File: config.mk
export PLATFORM = sky130hd
export DESIGN_NAME = serial_add_ctrl
export DESIGN_NICKNAME = d
export VERILOG_FILES = /design/src/rtl/serial_add_pkg.sv /design/src/rtl/serial_add_ctrl_fa_cell.sv /design/src/rtl/serial_add_ctrl.sv
export SDC_FILE = /design/constraint.sdc
export NUM_CORES = 1
export LEC_CHECK = 0
export ABC_AREA = 1
export CAP_MARGIN = 5
export CORE_AREA = 10 10 68 70
export CTS_CLUSTER_DIAMETER = 80
export DETAILED_ROUTE_END_ITERATION = 7
export DIE_AREA = 0 0 78 80
export GPL_TIMING_DRIVEN = 1
export PLACE_DENSITY = 0.74
export SLEW_MARGIN = 20
export SYNTH_ARGS = -nofsm -noshare
export SYNTH_HDL_FRONTEND = slang
export SYNTH_SLANG_ARGS = --single-unit
File: constraint.sdc
create_clock -name Clock -period 1.57 [get_ports Clock]
set_input_delay 0.314 -clock Clock [delete_from_list [all_inputs] [get_ports Clock]]
set_output_delay 0.314 -clock Clock [all_outputs]
set_load 0.02 [all_outputs]
File: src/rtl/serial_add_pkg.sv
// Shared definitions for the bit-serial adder controller.
package serial_add_pkg;

  typedef enum logic [1:0] {
    IDLE = 2'b00,
    RUN  = 2'b01,
    DONE = 2'b10
  } state_t;

  localparam int WIDTH_DEFAULT = 8;

  // Scan chain length: state (2) + counter + carry (1) + a_sh, b_sh, res.
  function automatic int scan_len(input int width, input int cnt_w);
    return 3 + cnt_w + 3 * width;
  endfunction

endpackage

File: src/rtl/serial_add_ctrl_fa_cell.sv
// Combinational one-bit full adder.
module fa_cell (
  input  logic A,
  input  logic B,
  input  logic C,
  output logic Sum,
  output logic Carry
);

  // Sum and majority carry of the three input bits.
  always_comb begin
    Sum   = A ^ B ^ C;
    Carry = (A & B) | (A & C) | (B & C);
  end

endmodule

File: src/rtl/serial_add_ctrl.sv
// Bit-serial adder controller: operands accepted via valid/ready, added
// LSB-first through a single full-adder cell, result offered via valid/ready.
// Optional scan chain over all flops when SERIAL_ADD_SCAN_EN is defined.
module serial_add_ctrl
  import serial_add_pkg::*;
#(
  parameter int WIDTH = WIDTH_DEFAULT
) (
  input  logic             Clock,
  input  logic             Reset_n,
  input  logic             in_valid,
  output logic             in_ready,
  input  logic [WIDTH-1:0] op_a,
  input  logic [WIDTH-1:0] op_b,
  input  logic             cin,
  output logic             out_valid,
  input  logic             out_ready,
  output logic [WIDTH-1:0] out_sum,
  output logic             out_carry,
`ifdef SERIAL_ADD_SCAN_EN
  input  logic             Scan_en,
  input  logic             Scan_in,
  output logic             Scan_out,
`endif
  output logic             busy
);

  localparam int CNT_W = $clog2(WIDTH);
  localparam logic [CNT_W-1:0] LAST = CNT_W'(WIDTH - 1);

  state_t           state, state_nxt;
  logic [CNT_W-1:0] cnt;
  logic             carry;
  logic [WIDTH-1:0] a_sh, b_sh, res;
  logic             fa_sum, fa_carry;

  fa_cell u_fa (
    .A     (a_sh[0]),
    .B     (b_sh[0]),
    .C     (carry),
    .Sum   (fa_sum),
    .Carry (fa_carry)
  );

`ifdef SERIAL_ADD_SCAN_EN
  localparam int SCAN_L = scan_len(WIDTH, CNT_W);
  logic [SCAN_L-1:0] chain, chain_nxt;

  // Scan_in enters at the state MSB; res[0] is the chain tail.
  always_comb begin
    chain     = {state, cnt, carry, a_sh, b_sh, res};
    chain_nxt = {Scan_in, chain[SCAN_L-1:1]};
  end

  assign Scan_out = res[0];
`endif

  // Next-state decode and handshake outputs.
  always_comb begin
    state_nxt = state;
    in_ready  = 1'b0;
    out_valid = 1'b0;
    busy      = 1'b0;
    out_sum   = '0;
    out_carry = 1'b0;
    case (state)
      IDLE: begin
        in_ready = 1'b1;
        if (in_valid) state_nxt = RUN;
      end
      RUN: begin
        busy = 1'b1;
        if (cnt == LAST) state_nxt = DONE;
      end
      DONE: begin
        busy      = 1'b1;
        out_valid = 1'b1;
        out_sum   = res;
        out_carry = carry;
        if (out_ready) state_nxt = IDLE;
      end
      default: state_nxt = IDLE;
    endcase
  end

  // State register and serial datapath; scan shift overrides functional update.
  always_ff @(posedge Clock or negedge Reset_n) begin
    if (!Reset_n) begin
      state <= IDLE;
      cnt   <= '0;
      carry <= 1'b0;
      a_sh  <= '0;
      b_sh  <= '0;
      res   <= '0;
    end else
`ifdef SERIAL_ADD_SCAN_EN
    if (Scan_en) begin
      state <= state_t'(chain_nxt[SCAN_L-1 -: 2]);
      cnt   <= chain_nxt[SCAN_L-3 -: CNT_W];
      carry <= chain_nxt[3*WIDTH];
      a_sh  <= chain_nxt[3*WIDTH-1 -: WIDTH];
      b_sh  <= chain_nxt[2*WIDTH-1 -: WIDTH];
      res   <= chain_nxt[WIDTH-1:0];
    end else
`endif
    begin
      state <= state_nxt;
      case (state)
        IDLE: begin
          if (in_valid) begin
            a_sh  <= op_a;
            b_sh  <= op_b;
            carry <= cin;
            cnt   <= '0;
          end
        end
        RUN: begin
          res   <= {fa_sum, res[WIDTH-1:1]};
          carry <= fa_carry;
          a_sh  <= a_sh >> 1;
          b_sh  <= b_sh >> 1;
          // Hold at the last count so it never runs past WIDTH-1.
          if (cnt != LAST) cnt <= cnt + 1'b1;
        end
        default: ;
      endcase
    end
  end

endmodule

# Word level (Yosys, flattened, before mapping)

Cells that the tools add are included.
Widths: inputs -> output; s select.

Bits in registers: 30
Bits in latches: 0
RAM bits: 0
Bits in read-only memories: 0
Input port bits: 21
Output and inout port bits: 12
Logic and storage cells: 46
Memories kept: 0

$add $sub $neg: 1
Multiply operators: 0
Div/mod/pow operators: 0
Magnitude comparators: 0
Eq/ne operators: 8
Shift operators: 0
Multiplexer cells: 18
Bitwise gates (word level): 7
Reductions and logical operators: 6

Operators with widths:

| kind                | count |
|---|---|
| $pmux 8 s2          | 2 |
| $mux 8              | 3 |
| $ne 2x2->1 const B  | 4 |
| $mux 2              | 3 |
| $mux 3              | 2 |
| $pmux 2 s3          | 1 |
| $pmux 3 s2          | 1 |
| $reduce_and 3->1    | 2 |
| $mux 1              | 5 |
| $add 3x1->3 const B | 1 |
| $and 1x1->1         | 3 |
| $eq 3x3->1 const B  | 1 |
| $ne 3x3->1 const B  | 1 |
| $eq 2x1->1 const B  | 1 |
| $eq 2x2->1 const B  | 1 |
| $logic_not 2->1     | 1 |
| $or 1x1->1          | 2 |
| $pmux 1 s2          | 1 |
| $reduce_and 2->1    | 1 |
| $reduce_bool 2->1   | 1 |
| $reduce_or 2->1     | 1 |
| $xor 1x1->1         | 2 |

# Logic depth before layout (Yosys ltp)

Gate-level depths: netlist of the first run.

Word-level depth: 4
Gate-level depth with buffers: 9
Gate-level depth less buffers: 8

# By module

A second synthesis of the first run with hierarchy kept.

Cells, all modules: 215
Area total of the unflattened synthesis: 1615.3 um^2

Modules (own cells, without submodules):

| module          | times used | cells each | area each (um^2) | seq. area each (um^2) |
|---|---|---|---|---|
| serial_add_ctrl | 1          | 214        | 1595.3           | 750.7 |
| fa_cell         | 1          | 1          | 20.0             | 0.0 |

# Worst setup path before layout of the first run

Ideal clock, no wire load.

Kind: reg2out
Start: reg state[0]
End: out out_carry
Arrival: 1153 ps
Data required time: 1256 ps
Setup slack: 103 ps
Stages on the path, launching flop included: 6
Path buffers: 1
Path through: dfrtp_1 inv_1 ha_1 buf_2 nand2_1 inv_1

Longest elaborated chain between the ends: 2

RTL lines:

| element                  | RTL line               | text |
|---|---|---|
| start: declaration       | serial_add_ctrl.sv:31  | `state_t state, state_nxt;` |
| start signal: assignment | serial_add_ctrl.sv:107 | `state <= state_nxt;` |
| $eq 2x2->1               | serial_add_ctrl.sv:66  | `case (state)` |
| $mux 1                   | serial_add_ctrl.sv:66  |  |
| end: declaration         | serial_add_ctrl.sv:19  | `output logic out_carry,` |

No other way between the ends.

# Final worst setup path of the first run

Start: reg state[0]
End: out busy

Longest elaborated chain between the ends: 3
Elaborated cells between the ends (all ways): 4
Classes of those cells: 2 x eq/ne; 1 x mux; 1 x reduce/logical

RTL lines:

| element                                  | RTL line              | text |
|---|---|---|
| $eq 2x1->1 or $eq 2x2->1 (tied branches) | serial_add_ctrl.sv:66 |  |
| $reduce_or 2->1 (no source line) (*)     | --                    |  |
| $mux 1 (*)                               | serial_add_ctrl.sv:66 |  |
| end: declaration                         | serial_add_ctrl.sv:25 | `output logic busy` |

Mark *: on every way between the ends. The rest lies on a longest branch, timed or not.

==> results of run 1 <==
registers in the layout (all words and copies together) (netlist names):
register and flops:
a_sh 8, b_sh 8, cnt 3, carry 1
state 2, res 8
placed cells by master (no fill, tap or decap), drive strengths merged:
cell type	instances
ha	6
inv	19
bufinv	2
clkdlybuf4s50	20
nand4	2
o21ai	2
clkbuf	6
nand2	141
dfrtp	30
fa	1
nand3b	1
buf	22
nand3	5
Yosys cell counts, types with 2 or more instances:
cell	n	area, sq um
sky130_fd_sc_hd__buf_6	2	22.5
sky130_fd_sc_hd__buf_2	4	20.0
sky130_fd_sc_hd__nand3_1	5	25.0
sky130_fd_sc_hd__inv_1	16	60.1
sky130_fd_sc_hd__nand2_2	5	31.3
sky130_fd_sc_hd__inv_2	2	7.51
sky130_fd_sc_hd__dfrtp_1	30	751
sky130_fd_sc_hd__nand2_1	134	503
sky130_fd_sc_hd__nand4_1	2	12.5
sky130_fd_sc_hd__ha_1	6	75.1
final cells by class:
cell class / instances / share of cell area [%]
Clock buffer: 6 / 2.36
Inverter: 19 / 3.74
Multi-Input combinational cell: 158 / 34.6
Clock inverter: 2 / 2.76
Timing Repair Buffer: 42 / 19.3
Tap cell: 46 / 2.65
Sequential cell: 30 / 34.5
cell families after synthesis:
logic type,synth area share [%]
compound gates,0.619
simple gates,37.8
flops,46.5
fa+ha+maj,5.89
buf+inv,9.22
through the flow:
stage          TNS [ns]  instances  hold slack [ns]  total power (uW)  instance area [sq um]
6_report              0        303            0.364              4120                   2170
4_1_cts         -0.0618        301            0.364              3980                   2090
5_1_grt          -0.721        303            0.382              4520                   2170
3_5_place_dp      -1.75        294            0.459              3130                   1990
2_1_floorplan         0        215           0.0184              2670                   1620
3_3_place_gp      -1.50        294            0.453              3080                   1990
report_power, final:
group	switching (uW)	leakage [uW]	total [uW]	internal [uW]
clock	280	0.0000585	820	539
combinational	1120	0.000793	1960	845
sequential	222	0.000383	1340	1120
worst max-delay path: stages, from the launching register on:
cell	delay (ns)
sky130_fd_sc_hd__dfrtp_1	0.37
sky130_fd_sc_hd__inv_2	0.06
sky130_fd_sc_hd__buf_4	0.14
sky130_fd_sc_hd__ha_4	0.25
sky130_fd_sc_hd__buf_6	0.10
final timing paths:
| kind | endpoint | slack [ns] | cells past startpoint |
|---|---|---|---|
| setup / recovery | busy | 0.02 | 4 |
| hold / removal | res[6]$_DFFE_PN0N_ | 0.36 | 2 |
| setup reg to reg | state[0]$_DFFE_PN0P_ | 0.12 | 8 |
| hold reg to reg | a_sh[6]$_DFFE_PN0P_ | 0.48 | 2 |
| max in group asynchronous | a_sh[1]$_DFFE_PN0P_ | 0.92 | 2 |
| min in group Clock | a_sh[6]$_DFFE_PN0P_ | 0.48 | 2 |
per-layer routing:
metal / global-route usage (%) / up-vias / routed length [um]
met1: 14.0 / 593 / 1580
li1: - / 723 / -
met5: 0 / - / 0
met2: 19.2 / 30 / 1530
met3: 3.60 / 7 / 177
met4: 5.38 / 0 / 62
what timing repair did:
item,in CTS,in global routing
pin swaps,0,1
setup buffers,0,2
hold buffers,0,0
gates resized for setup,62,21
setup endpoints to repair,12,40
==> results.txt, run 1 <==
The number of buffers on the longest clock path was 2; the routed wirelength normalized by instance count was 11.1 um. STA puts the critical path data required time at 1.26 ns. The average instance in the mapped netlist occupies 7.51 sq um. The ratio of cells with drive above 1 in the final layout is 18.7%, and the unique cell type count in the Yosys netlist is 19.

The logs give 0 for the setup violation total in the final timing report and 644 MHz for the maximum clock frequency. In the routed layout, each cell is associated on average with a via count of 4.47. Data arrival time of the critical path: 1.24 ns.

The number of enable flip-flop cells after synthesis came out at 0. The run finished with clean final reports. At the placement stage, the worst setup path has a slack of -0.180 ns. All-layer global routing usage: 11.8%.

In this run the worst setup path begins at state[0]$_DFFE_PN0P_. Startpoint of the most critical register-to-register path: state[1]$_DFFE_PN0P_. The area of the mapped netlist came out at 0.00162 sq mm. Relative to the synthesized area, the layout overhead comes to 34.6%.

During synthesis, Yosys emitted a total of 0 warnings. Once layout is complete, the utilization of the core stands at 66.2%. The run gives 6060 um as the wire length of the first global-routing pass.

The final critical path takes up 99.0% of the cycle. Counting flops with an async set or reset pin after synthesis yields a share of 100%. The HPWL after detailed placement is 2350 um. In this run the tool buffered the top-level ports with 32 buffer cells. Summing all flip-flop and latch instances after layout gives 751 sq um. The tools report the initial antenna violation count as 0.

The H-tree level count came out at 2. The final count of pins violating max slew was 0; the sequential share of the synthesized area was 46.5%. The run gives 49.2% as the initial cell density of the core.

Across the run, the number of max-cap violations was 0. The count of fill cells added during filler insertion came out at 297. For the total area of multi-input combinational cells, the log shows 753 sq um. The final worst-path setup slack is 0.0162 ns, and the final net count is 284. The slew at the pin closest to its max-slew limit came out at 0.386 ns.

The tools report the category of the worst setup path launch point as a flop. The floorplan step set the die width to 78 um. Power spread over the standard cell area amounts to 1900 mW/mm^2. Clock tree synthesis found a total of 30 sinks. The final routed DRC violation total came out at 0. The number of rows in the core area is 21.

Across the VDD grid, the largest voltage drop is 0.000937 V. Setup repair after global routing could not meet its margin everywhere. The floorplan step defined a core boundary enclosing 0.00328 sq mm. The die covers 0.00624 sq mm.

The detail route stage leaves a number of antenna-violating nets equal to 0. TritonCTS built the clock tree. The final setup skew is 0.0115 ns, and the net count after synthesis is 243.

For the worst-skew pair, the clock arrives at the later sink with an insertion delay of 0.34 ns. The analysis attributes to cell leakage a power of 0.00123 uW. The via count of the first global-routing pass was 1396. For the total grt overflow, the log shows 0. The tools report the cell at the root of the clock tree as sky130_fd_sc_hd__clkbuf_4. The congestion estimate from routability-driven global placement came to 0.760.

The detailed router finished its first iteration with 76 violations. The endpoint class of the critical path was a primary output. The number of antenna diodes in the final layout is 0. Wires add up to 3350 um. The hold violation total from the final report was 0; the number of primary I/O pins was 33. The die is 80 um tall. Entering global routing, the biggest net connects 31 pins. The largest fanout on the critical path was 2. For this run, the leading register cell type out of synthesis is sky130_fd_sc_hd__dfrtp_1. The clock edge transition at the registers on the reported setup and hold paths was 0.10 ns; the post-synthesis register bit count was 30.

Number of detailed-route iterations in the first pass: 4. The clock buffer count from CTS came out at 5. The path category of the worst min-delay check was input pin to async pin. Shortest clock period the worst path allows after layout: 1.55 ns.

For this block, the via count after detailed routing is 1353. The critical path in this run is classified as flop to primary output. The worst pin sits at a relative slew slack of 74.3%. The instance count of the mapped netlist was 215.
Power figures use the tool's default switching activity.
==> run 2, diff against run 1 <==
--- a/config.mk
+++ b/config.mk
@@ -9,10 +9,12 @@
 export CAP_MARGIN = 5
 export CORE_AREA = 10 10 68 70
 export CTS_CLUSTER_DIAMETER = 80
+export CTS_CLUSTER_SIZE = 40
 export DETAILED_ROUTE_END_ITERATION = 7
 export DIE_AREA = 0 0 78 80
+export DONT_BUFFER_PORTS = 1
 export GPL_TIMING_DRIVEN = 1
-export PLACE_DENSITY = 0.74
+export PLACE_DENSITY = 0.61
 export SLEW_MARGIN = 20
 export SYNTH_ARGS = -nofsm -noshare
 export SYNTH_HDL_FRONTEND = slang
==> run 2 against run 1 <==
Effect of this change:
- clock skew shrank 0.00087 ns
- clock power shrank 23%
- fmax grew 0.42%
- combinational power shrank 7%
- setup slack gained 0.0065 ns
- critical path depth grew 1
- count of clock-buffer cells in the layout is the same
- first-iteration DRC count grew 17%
- sequential power grew 3%
==> results.txt, run 2 (same netlist as run 1, synthesis figures left out) <==
The number of rows in the core area came out at 21 (unchanged). The initial antenna violation count is 0 (unchanged), and the count of buffers from port buffering is 0 (was 32). The final setup skew is 0.0106 ns (was 0.0115 ns). Power density normalized to cell area: 2020 mW/mm^2 (was 1900 mW/mm^2). The number of buffers on the longest clock path was 2 (unchanged). Endpoint class of the critical path: a primary output (unchanged). The clock edge transition at the registers on the reported setup and hold paths was 0.10 ns (about the same). The area overhead of the layout relative to synthesis is 17.7% (was 34.6%), and the final routed wirelength across all metal layers is 3570 um (was 3350 um). The tools report the sequential cell area as 752 sq um (was 751 sq um). For the total cell area at the placement stage, the log shows 0.00164 sq mm (was 0.00199 sq mm). The ratio of cells with drive above 1 in the final layout was 23.5% (was 18.7%). CP cell instances: inv_2 > ha_4 > buf_6 > nand2_2 > inv_4 (was inv_2 > buf_4 > ha_4 > buf_6). The area of the core region is 0.00328 sq mm (unchanged), and the reported leakage power is 0.00109 uW (was 0.00123 uW). The final count of pins violating max slew came out at 0 (unchanged). The tools report the worst relative slew slack as 83.5% (was 74.3%).

The hold violation total from the final report is 0 (unchanged). The insertion delay to the later sink of the worst-skew pair came out at 0.32 ns (was 0.34 ns). The delay of the slowest cell on the worst path was 0.41 ns (was 0.37 ns). For the clock network fraction of total power, the log shows 16.4% (was 19.9%). The slew at the pin closest to its max-slew limit was 0.247 ns (was 0.386 ns); the final instance area was 0.00190 sq mm (was 0.00217 sq mm).

For the maximum clock frequency, the log shows 646 MHz (was 644 MHz). Most frequent cells in the layout: sky130_fd_sc_hd__nand2_1, sky130_fd_sc_hd__dfrtp_1, sky130_fd_sc_hd__nand2_2 (was sky130_fd_sc_hd__nand2_1, sky130_fd_sc_hd__dfrtp_1, sky130_fd_sc_hd__clkdlybuf4s50_1). The number of detailed-route iterations in the first pass was 4 (unchanged). The overall via count from detail_route is 1265 (was 1353).

The register-to-register setup slack was 0.10 ns (was 0.12 ns). The wire length of the first global-routing pass is 5850 um (was 6060 um), and the setup violation total in the final timing report is 0 (unchanged). The last weighted congestion value of the routability-driven placer is 0.753 (was 0.760). The critical path class was flop to primary output (unchanged).

The tools report the final sum of negative setup slack as 0 ns (unchanged). TritonCTS sink count: 30 (unchanged). The maximum number of pins on one net before global-route repair is 31 (unchanged), and the count of buffering cells on the critical path with inverters included is 3 (unchanged). The run gives 0.000891 V (was 0.000937 V) as the maximum VDD drop. The slowest cell on the critical path was sky130_fd_sc_hd__dfrtp_1 (unchanged).

The run gives 5 (unchanged) as the clock buffer count from CTS. For the required time reported for the critical path endpoint, the log shows 1.26 ns (about the same). Share of the clock period used by the worst path after layout: 98.6% (was 99.0%).

The via count of the first global-routing pass was 1257 (was 1396); the internal power component was 2200 uW (was 2500 uW). The run finished with clean final reports. Largest registers in the final layout: a_sh x8, b_sh x8, res x8 (unchanged).

The tools report the number of nets with antenna violations after detailed routing as 0 (unchanged). The utilization after layout is 57.9% (was 66.2%). TritonCTS built the clock tree. The largest fanout on the critical path is 5 (was 2). The number of max-capacitance violations reported came out at 0 (unchanged). The path category of the worst min-delay check was input pin to flop (was input pin to async pin). For the total grt overflow, the log shows 0 (unchanged).

Per-cell via count in the routed design: 4.65 (was 4.47). The die area is 0.00624 sq mm (unchanged). The shortest clock period the worst path allows after layout is 1.55 ns (about the same), and the count of fill cells added during filler insertion is 307 (was 297). The switching power total is 1640 uW (was 1620 uW), and the routed wirelength normalized by instance count is 13.1 um (was 11.1 um).

The number of primary I/O pins is 33 (unchanged), and the combinational cell fraction of total power is 47.7% (was 47.6%). The logs give 254 (was 284) for the final net count and 11.8% (about the same) for the all-layer global routing usage. Setup repair after global routing could not meet its margin everywhere. The count of antenna diodes in the layout was 0 (unchanged); the placement-stage worst setup slack was 0.0855 ns (was -0.180 ns). The top cell family by delay on the critical path is flip-flops (unchanged).

The sequential power share is 35.9% (was 32.5%). The tools report the data arrival time of the critical path as 1.23 ns (was 1.24 ns). Total area of multi-input combinational cells: 778 sq um (was 753 sq um). The fraction of power spent switching nets is 42.7% (was 39.3%), and the final routed DRC violation total is 0 (unchanged). The tools report the number of DRC markers in iteration 0 as 89 (was 76). The run gives 2 (unchanged) as the H-tree level count. The tools report the cell at the root of the clock tree as sky130_fd_sc_hd__clkbuf_4 (unchanged).

The tools report the final HPWL from detailed placement as 2430 um (was 2350 um). The category of the worst setup path launch point is a flop (unchanged). The overall die height works out to 80 um (unchanged). The x dimension of the die came out at 78 um (unchanged).

Final worst-path setup slack: 0.0227 ns (was 0.0162 ns). For the initial cell density of the core, the log shows 49.2% (unchanged). The most common library cell in the layout ignoring fill and taps was sky130_fd_sc_hd__nand2_1 (unchanged).
==> run 2: cell count changes in the layout (fill, tap and decap cells not counted), moves of 3 or more <==
cell and change:
sky130_fd_sc_hd__nand2_1 -10, sky130_fd_sc_hd__inv_1 -6, sky130_fd_sc_hd__nand2_2 +8, sky130_fd_sc_hd__buf_6 -7
sky130_fd_sc_hd__inv_4 +9, sky130_fd_sc_hd__buf_4 -3, sky130_fd_sc_hd__clkdlybuf4s50_1 -20, sky130_fd_sc_hd__inv_2 -3
==> run 2: worst paths after layout <==
| kind | startpoint | depth (start not counted) | end |
|---|---|---|---|
| max | state[0]$_DFFE_PN0P_ | 5 | out_sum[6] |
| min | op_a[7] | 2 | a_sh[7]$_DFFE_PN0P_ |
| max reg2reg | state[0]$_DFFE_PN0P_ | 7 | state[0]$_DFFE_PN0P_ |
| min reg2reg | a_sh[6]$_DFFE_PN0P_ | 2 | a_sh[6]$_DFFE_PN0P_ |
| max in group asynchronous | Reset_n | 2 | state[1]$_DFFE_PN0P_ |
| min in group asynchronous | Reset_n | 2 | carry$_DFFE_PN0P_ |
==> run 2: timing repair <==
action / 4_1_cts / 5_1_grt
pin swaps: 1 / 1
endpoints found under the setup margin: 11 / 35
gates resized for setup: 17 / 27
setup buffers: 3 / 2
hold buffers: 2 / 0
hold endpoints to repair: 30 / 0
==> run 2: routing by layer <==
metal | track usage, % | up-vias | part of all wire [%] | routed length (um)
met3 | 5.52 | 2 | 6.1 | 218
met1 | 12.7 | 579 | 42 | 1520
met2 | 19.9 | 23 | 51 | 1810
met5 | 0 | - | 0 | 0
met4 | 4.30 | 0 | 0.59 | 21
li1 | - | 661 | - | -
==> run 2: power groups by stage <==
| stage | combinational [uW] | clock [uW] | sequential, uW |
|---|---|---|---|
| 6_report | 1830 | 629 | 1380 |
| 5_1_grt | 2070 | 693 | 1420 |
| 4_1_cts | 1730 | 652 | 1350 |
| 3_5_place_dp | 1540 | 0 | 1370 |
| 3_3_place_gp | 1490 | 0 | 1340 |
| 2_1_floorplan | 1360 | 0 | 1300 |
==> run 2: layout make-up <==
| cell class | instances | share of cell area, % |
|---|---|---|
| clock buffer | 6 | 2.70 |
| clock inverter | 1 | 1.58 |
| timing repair buffer | 12 | 6.78 |
| inverter | 19 | 5.46 |
| sequential | 30 | 39.5 |
| tap | 46 | 3.03 |
| multi-input combinational | 158 | 40.9 |
==> run 2: through the flow <==
stage	instances	hold slack, ns	total power [uW]
floorplan	215	0.0184	2670
global placement	258	0.0195	2840
detailed placement	258	0.0195	2910
CTS	270	0.108	3730
global route	272	0.103	4180
finish	272	0.124	3830
==> run 3, diff against run 2 <==
--- a/config.mk
+++ b/config.mk
@@ -7,15 +7,16 @@
 export LEC_CHECK = 0
 export ABC_AREA = 1
 export CAP_MARGIN = 5
-export CORE_AREA = 10 10 68 70
+export CORE_AREA = 2 2 60 62
 export CTS_CLUSTER_DIAMETER = 80
 export CTS_CLUSTER_SIZE = 40
 export DETAILED_ROUTE_END_ITERATION = 7
-export DIE_AREA = 0 0 78 80
+export DIE_AREA = 0 0 62 64
 export DONT_BUFFER_PORTS = 1
 export GPL_TIMING_DRIVEN = 1
 export PLACE_DENSITY = 0.61
 export SLEW_MARGIN = 20
 export SYNTH_ARGS = -nofsm -noshare
 export SYNTH_HDL_FRONTEND = slang
+export SYNTH_HIERARCHICAL = 1
 export SYNTH_SLANG_ARGS = --single-unit
==> run 3 against run 2 <==
Effect of this change:
- sequential power is essentially flat
- worst hold slack lost 0.011 ns
- critical path depth is the same
- clock power shrank 23%
- total power shrank 2.7%
- critical endpoint unchanged
- largest power group unchanged
==> results.txt, run 3 <==
The fraction of power spent switching nets was 44.7% (was 42.7%). The share of synthesized registers carrying an async set or reset was 100% (unchanged). Largest registers in the final layout: a_sh x8, b_sh x8, res x8 (unchanged). Top cell family by delay on the critical path: flip-flops (unchanged). Startpoint of the most critical register-to-register path: state[0]$_DFFE_PN0P_ (unchanged). The number of DRC markers in iteration 0 was 76 (was 89); the final count of pins violating max slew was 0 (unchanged).

The tools report the count of warnings emitted by yosys as 6 (was 0). Category of the worst setup path launch point: a flop (unchanged). The highest layer used for signal routing is met4 (unchanged). The tools report the insertion delay to the later sink of the worst-skew pair as 0.33 ns (was 0.32 ns). The tools report the final routed DRC violation total as 0 (unchanged).

The overall die height came out at 64 um (was 80 um). The endpoint class of the critical path was a primary output (unchanged). For the hold violation total from the final report, the log shows 0 (unchanged).

The number of cells in the design after placement came out at 258 (unchanged). The tools report the wire length of the first global-routing pass as 5380 um (was 5850 um). Most used standard cell by instance count after synthesis: sky130_fd_sc_hd__nand2_1 (unchanged). TritonCTS built the clock tree.

Path category of the worst min-delay check: input pin to flop (unchanged). The run gives 50.0% (was 47.7%) as the combinational cell fraction of total power. The final worst-path setup slack is 0.000802 ns (was 0.0227 ns). The run gives 2 (unchanged) as the number of buffers on the longest clock path. Endpoint with the worst hold slack: b_sh[7]$_DFFE_PN0P_ (was a_sh[7]$_DFFE_PN0P_). The count of antenna diodes in the layout is 0 (unchanged), and the number of nets with antenna violations after detailed routing is 0 (unchanged). The tools report the internal power component as 2060 uW (was 2200 uW).

For the routed length on met1, the log shows 1380 um (was 1520 um). Instance count along the most critical hold path: 2 (unchanged). Setup repair after global routing could not meet its margin everywhere. The number of enable flip-flop cells after synthesis was 0 (unchanged); the instance count of the mapped netlist was 215 (unchanged).

The cell at the root of the clock tree is sky130_fd_sc_hd__clkbuf_4 (unchanged). The largest fanout on the critical path works out to 5 (unchanged). For the switching power total, the log shows 1670 uW (was 1640 uW). The shortest clock period the worst path allows after layout is 1.57 ns (was 1.55 ns).

The run finished with clean final reports. The number of primary I/O pins is 33 (unchanged), and the maximum number of pins on one net before global-route repair is 31 (unchanged). The count of fill cells added during filler insertion is 317 (was 307), and the maximum VDD drop is 0.000844 V (was 0.000891 V). The average cell area after synthesis works out to 7.51 sq um (unchanged). The sequential share of the synthesized area came out at 46.5% (unchanged). The tools report the TritonCTS sink count as 30 (unchanged). Leading post-synthesis cells by instance count: sky130_fd_sc_hd__nand2_1, sky130_fd_sc_hd__dfrtp_1, sky130_fd_sc_hd__inv_1 (unchanged). The net count after synthesis came out at 243 (unchanged). The last weighted congestion value of the routability-driven placer was 0.730 (was 0.753). The logs give 1271 (was 1257) for the via count of the first global-routing pass and 0 (unchanged) for the number of max-capacitance violations reported.

Critical path class: flop to primary output (unchanged). Area of the core region: 0.00328 sq mm (unchanged). The post-synthesis register bit count was 30 (unchanged). The area share of the leading cell type in the synthesized netlist came out at 46.5% (unchanged). The tools report the die area as 0.00397 sq mm (was 0.00624 sq mm).

The prevailing post-synth register cell was sky130_fd_sc_hd__dfrtp_1 (unchanged). The unique cell type count in the Yosys netlist came out at 19 (unchanged). CP cell instances: inv_2 > ha_4 > buf_12 > nand2_2 > inv_4 (was inv_2 > ha_4 > buf_6 > nand2_2 > inv_4). The count of cells along the worst register-to-register path is 7 (unchanged), and the power density normalized to cell area is 1960 mW/mm^2 (was 2020 mW/mm^2). The tools report the sequential power share as 37.1% (was 35.9%). The routed wirelength normalized by instance count came out at 11.9 um (was 13.1 um). The initial antenna violation count is 0 (unchanged).

The initial cell density of the core was 49.2% (unchanged); the required time reported for the critical path endpoint was 1.26 ns (about the same). Most frequent cells in the layout: sky130_fd_sc_hd__nand2_1, sky130_fd_sc_hd__dfrtp_1, sky130_fd_sc_hd__inv_4 (was sky130_fd_sc_hd__nand2_1, sky130_fd_sc_hd__dfrtp_1, sky130_fd_sc_hd__nand2_2). The routed length on met2 was 1640 um (was 1810 um); the final setup skew was 0.00476 ns (was 0.0106 ns). The most common library cell in the layout ignoring fill and taps was sky130_fd_sc_hd__nand2_1 (unchanged). For the placement-stage worst setup slack, the log shows 0.0850 ns (was 0.0855 ns). Cell types occupying the most area after synthesis: sky130_fd_sc_hd__dfrtp_1, sky130_fd_sc_hd__nand2_1, sky130_fd_sc_hd__ha_1, sky130_fd_sc_hd__inv_1, sky130_fd_sc_hd__nand2_2 (unchanged). The final routed wirelength across all metal layers was 3270 um (was 3570 um); the count of buffers from port buffering was 0 (unchanged).

The number of detailed-route iterations in the first pass came out at 4 (unchanged). The logs give 18.4% (was 11.8%) for the all-layer global routing usage and 5 (unchanged) for the clock buffer count from CTS. The logs give 2 (unchanged) for the H-tree level count and 0 (unchanged) for the total grt overflow. The tools report the reported leakage power as 0.00114 uW (was 0.00109 uW). The run gives 13.0% (was 16.4%) as the clock network fraction of total power.

The logs give 200 um (was 218 um) for the detailed-routed wire length on met3 and 83.4% (was 83.5%) for the worst relative slew slack. The final net count is 255 (was 254), and the x dimension of the die is 62 um (was 78 um). The slowest cell on the critical path is sky130_fd_sc_hd__dfrtp_1 (unchanged). The area overhead of the layout relative to synthesis is 18.1% (was 17.7%), and the overall via count from detail_route is 1317 (was 1265).

The count of buffering cells on the critical path with inverters included came out at 3 (unchanged). The logs give 637 MHz (was 646 MHz) for the maximum clock frequency and 0.00162 sq mm (unchanged) for the area of the mapped netlist. Per-cell via count in the routed design: 4.81 (was 4.65).

The data arrival time of the critical path came out at 1.26 ns (was 1.23 ns). Delay of the slowest cell on the worst path: 0.40 ns (was 0.41 ns). For the register-to-register setup slack, the log shows 0.12 ns (was 0.10 ns). Share of the clock period used by the worst path after layout: 99.9% (was 98.6%). Clock edge transition at the registers on the reported setup and hold paths: 0.09 ns (was 0.10 ns). For the setup violation total in the final timing report, the log shows 0 (unchanged).

The origin of the worst min-delay path was op_b[7] (was op_a[7]). The post-route total power was 3730 uW (was 3830 uW). Ratio of cells with drive above 1 in the final layout: 22.8% (was 23.5%). The final HPWL from detailed placement is 2120 um (was 2430 um), and the slew at the pin closest to its max-slew limit is 0.249 ns (was 0.247 ns).

The final standard cell count with taps included and fillers excluded is 274 (was 272). The tools report the number of rows in the core area as 21 (unchanged). The cell taking the most area after synthesis is sky130_fd_sc_hd__dfrtp_1 (unchanged). Terminus of the critical flop-to-flop path: state[1]$_DFFE_PN0P_ (was state[0]$_DFFE_PN0P_).
==> run 3: cell counts after synthesis <==
Identical to the previous run, type by type.
==> run 3: how the worst max path moves through the flow <==
stage	slack, ns	from	to	cells past startpoint
final	0.0008	state[0]$_DFFE_PN0P_	out_sum[6]	5
after floorplan	0.10	state[0]$_DFFE_PN0P_	out_carry	5
after global routing	-0.07	state[0]$_DFFE_PN0P_	out_sum[6]	5
after global placement	0.13	state[0]$_DFFE_PN0P_	out_carry	4
after detailed placement	0.09	state[0]$_DFFE_PN0P_	out_carry	4
after CTS	0.002	state[1]$_DFFE_PN0P_	in_ready	3
==> run 3: area by class of cell <==
| cell class | instances | area, sq um | area share (%) |
|---|---|---|---|
| sequential | 30 | 751 | 39.3 |
| inverter | 19 | 104 | 5.44 |
| multi-input combinational | 158 | 796 | 41.7 |
| tap | 46 | 57.6 | 3.02 |
| timing repair buffer | 13 | 140 | 7.34 |
| clock buffer | 7 | 55.1 | 2.89 |
| clock inverter | 1 | 5.00 | 0.262 |
==> run 3: kinds of logic (layout without fill, tap and decap cells) <==
kind of cell / count (synthesis) / in the layout / synth area share, %
and+or+nand+nor: 149 / 149 / 37.8
DFF: 30 / 30 / 46.5
adders and majority gates: 7 / 7 / 5.89
buffers and inverters: 27 / 40 / 9.22
AOI/OAI and AO/OA: 2 / 2 / 0.619
==> run 3: timing repair <==
item / in CTS / in global routing
setup buffers: 6 / 0
gates resized for setup: 16 / 31
pin swaps: 0 / 0
endpoints found under the hold margin: 30 / 0
hold buffers: 2 / 0
endpoints found under the setup margin: 11 / 32
==> run 3: metal layers <==
metal | global-route usage (%) | vias up
li1 | - | 664
met1 | 22.7 | 621
met2 | 28.0 | 26
met3 | 8.10 | 6
met4 | 6.65 | 0
met5 | 0 | -
==> run 3: power by group through the flow <==
stage | clock [uW] | combinational, uW | sequential [uW]
6_report | 483 | 1860 | 1380
5_1_grt | 543 | 2120 | 1420
4_1_cts | 502 | 1760 | 1340
3_5_place_dp | 0 | 1540 | 1360
3_3_place_gp | 0 | 1470 | 1340
2_1_floorplan | 0 | 1360 | 1300
==> run 3: per-stage QoR <==
stage | area (sq um) | utilization (%) | hold slack [ns] | setup TNS [ns]
2_1_floorplan | 1620 | - | 0.0184 | 0
3_3_place_gp | 1640 | 49.9 | 0.0192 | 0
3_5_place_dp | 1640 | 49.9 | 0.0192 | 0
4_1_cts | 1820 | 55.3 | 0.105 | 0
5_1_grt | 1910 | 58.1 | 0.112 | -0.509
6_report | 1910 | 58.1 | 0.114 | 0
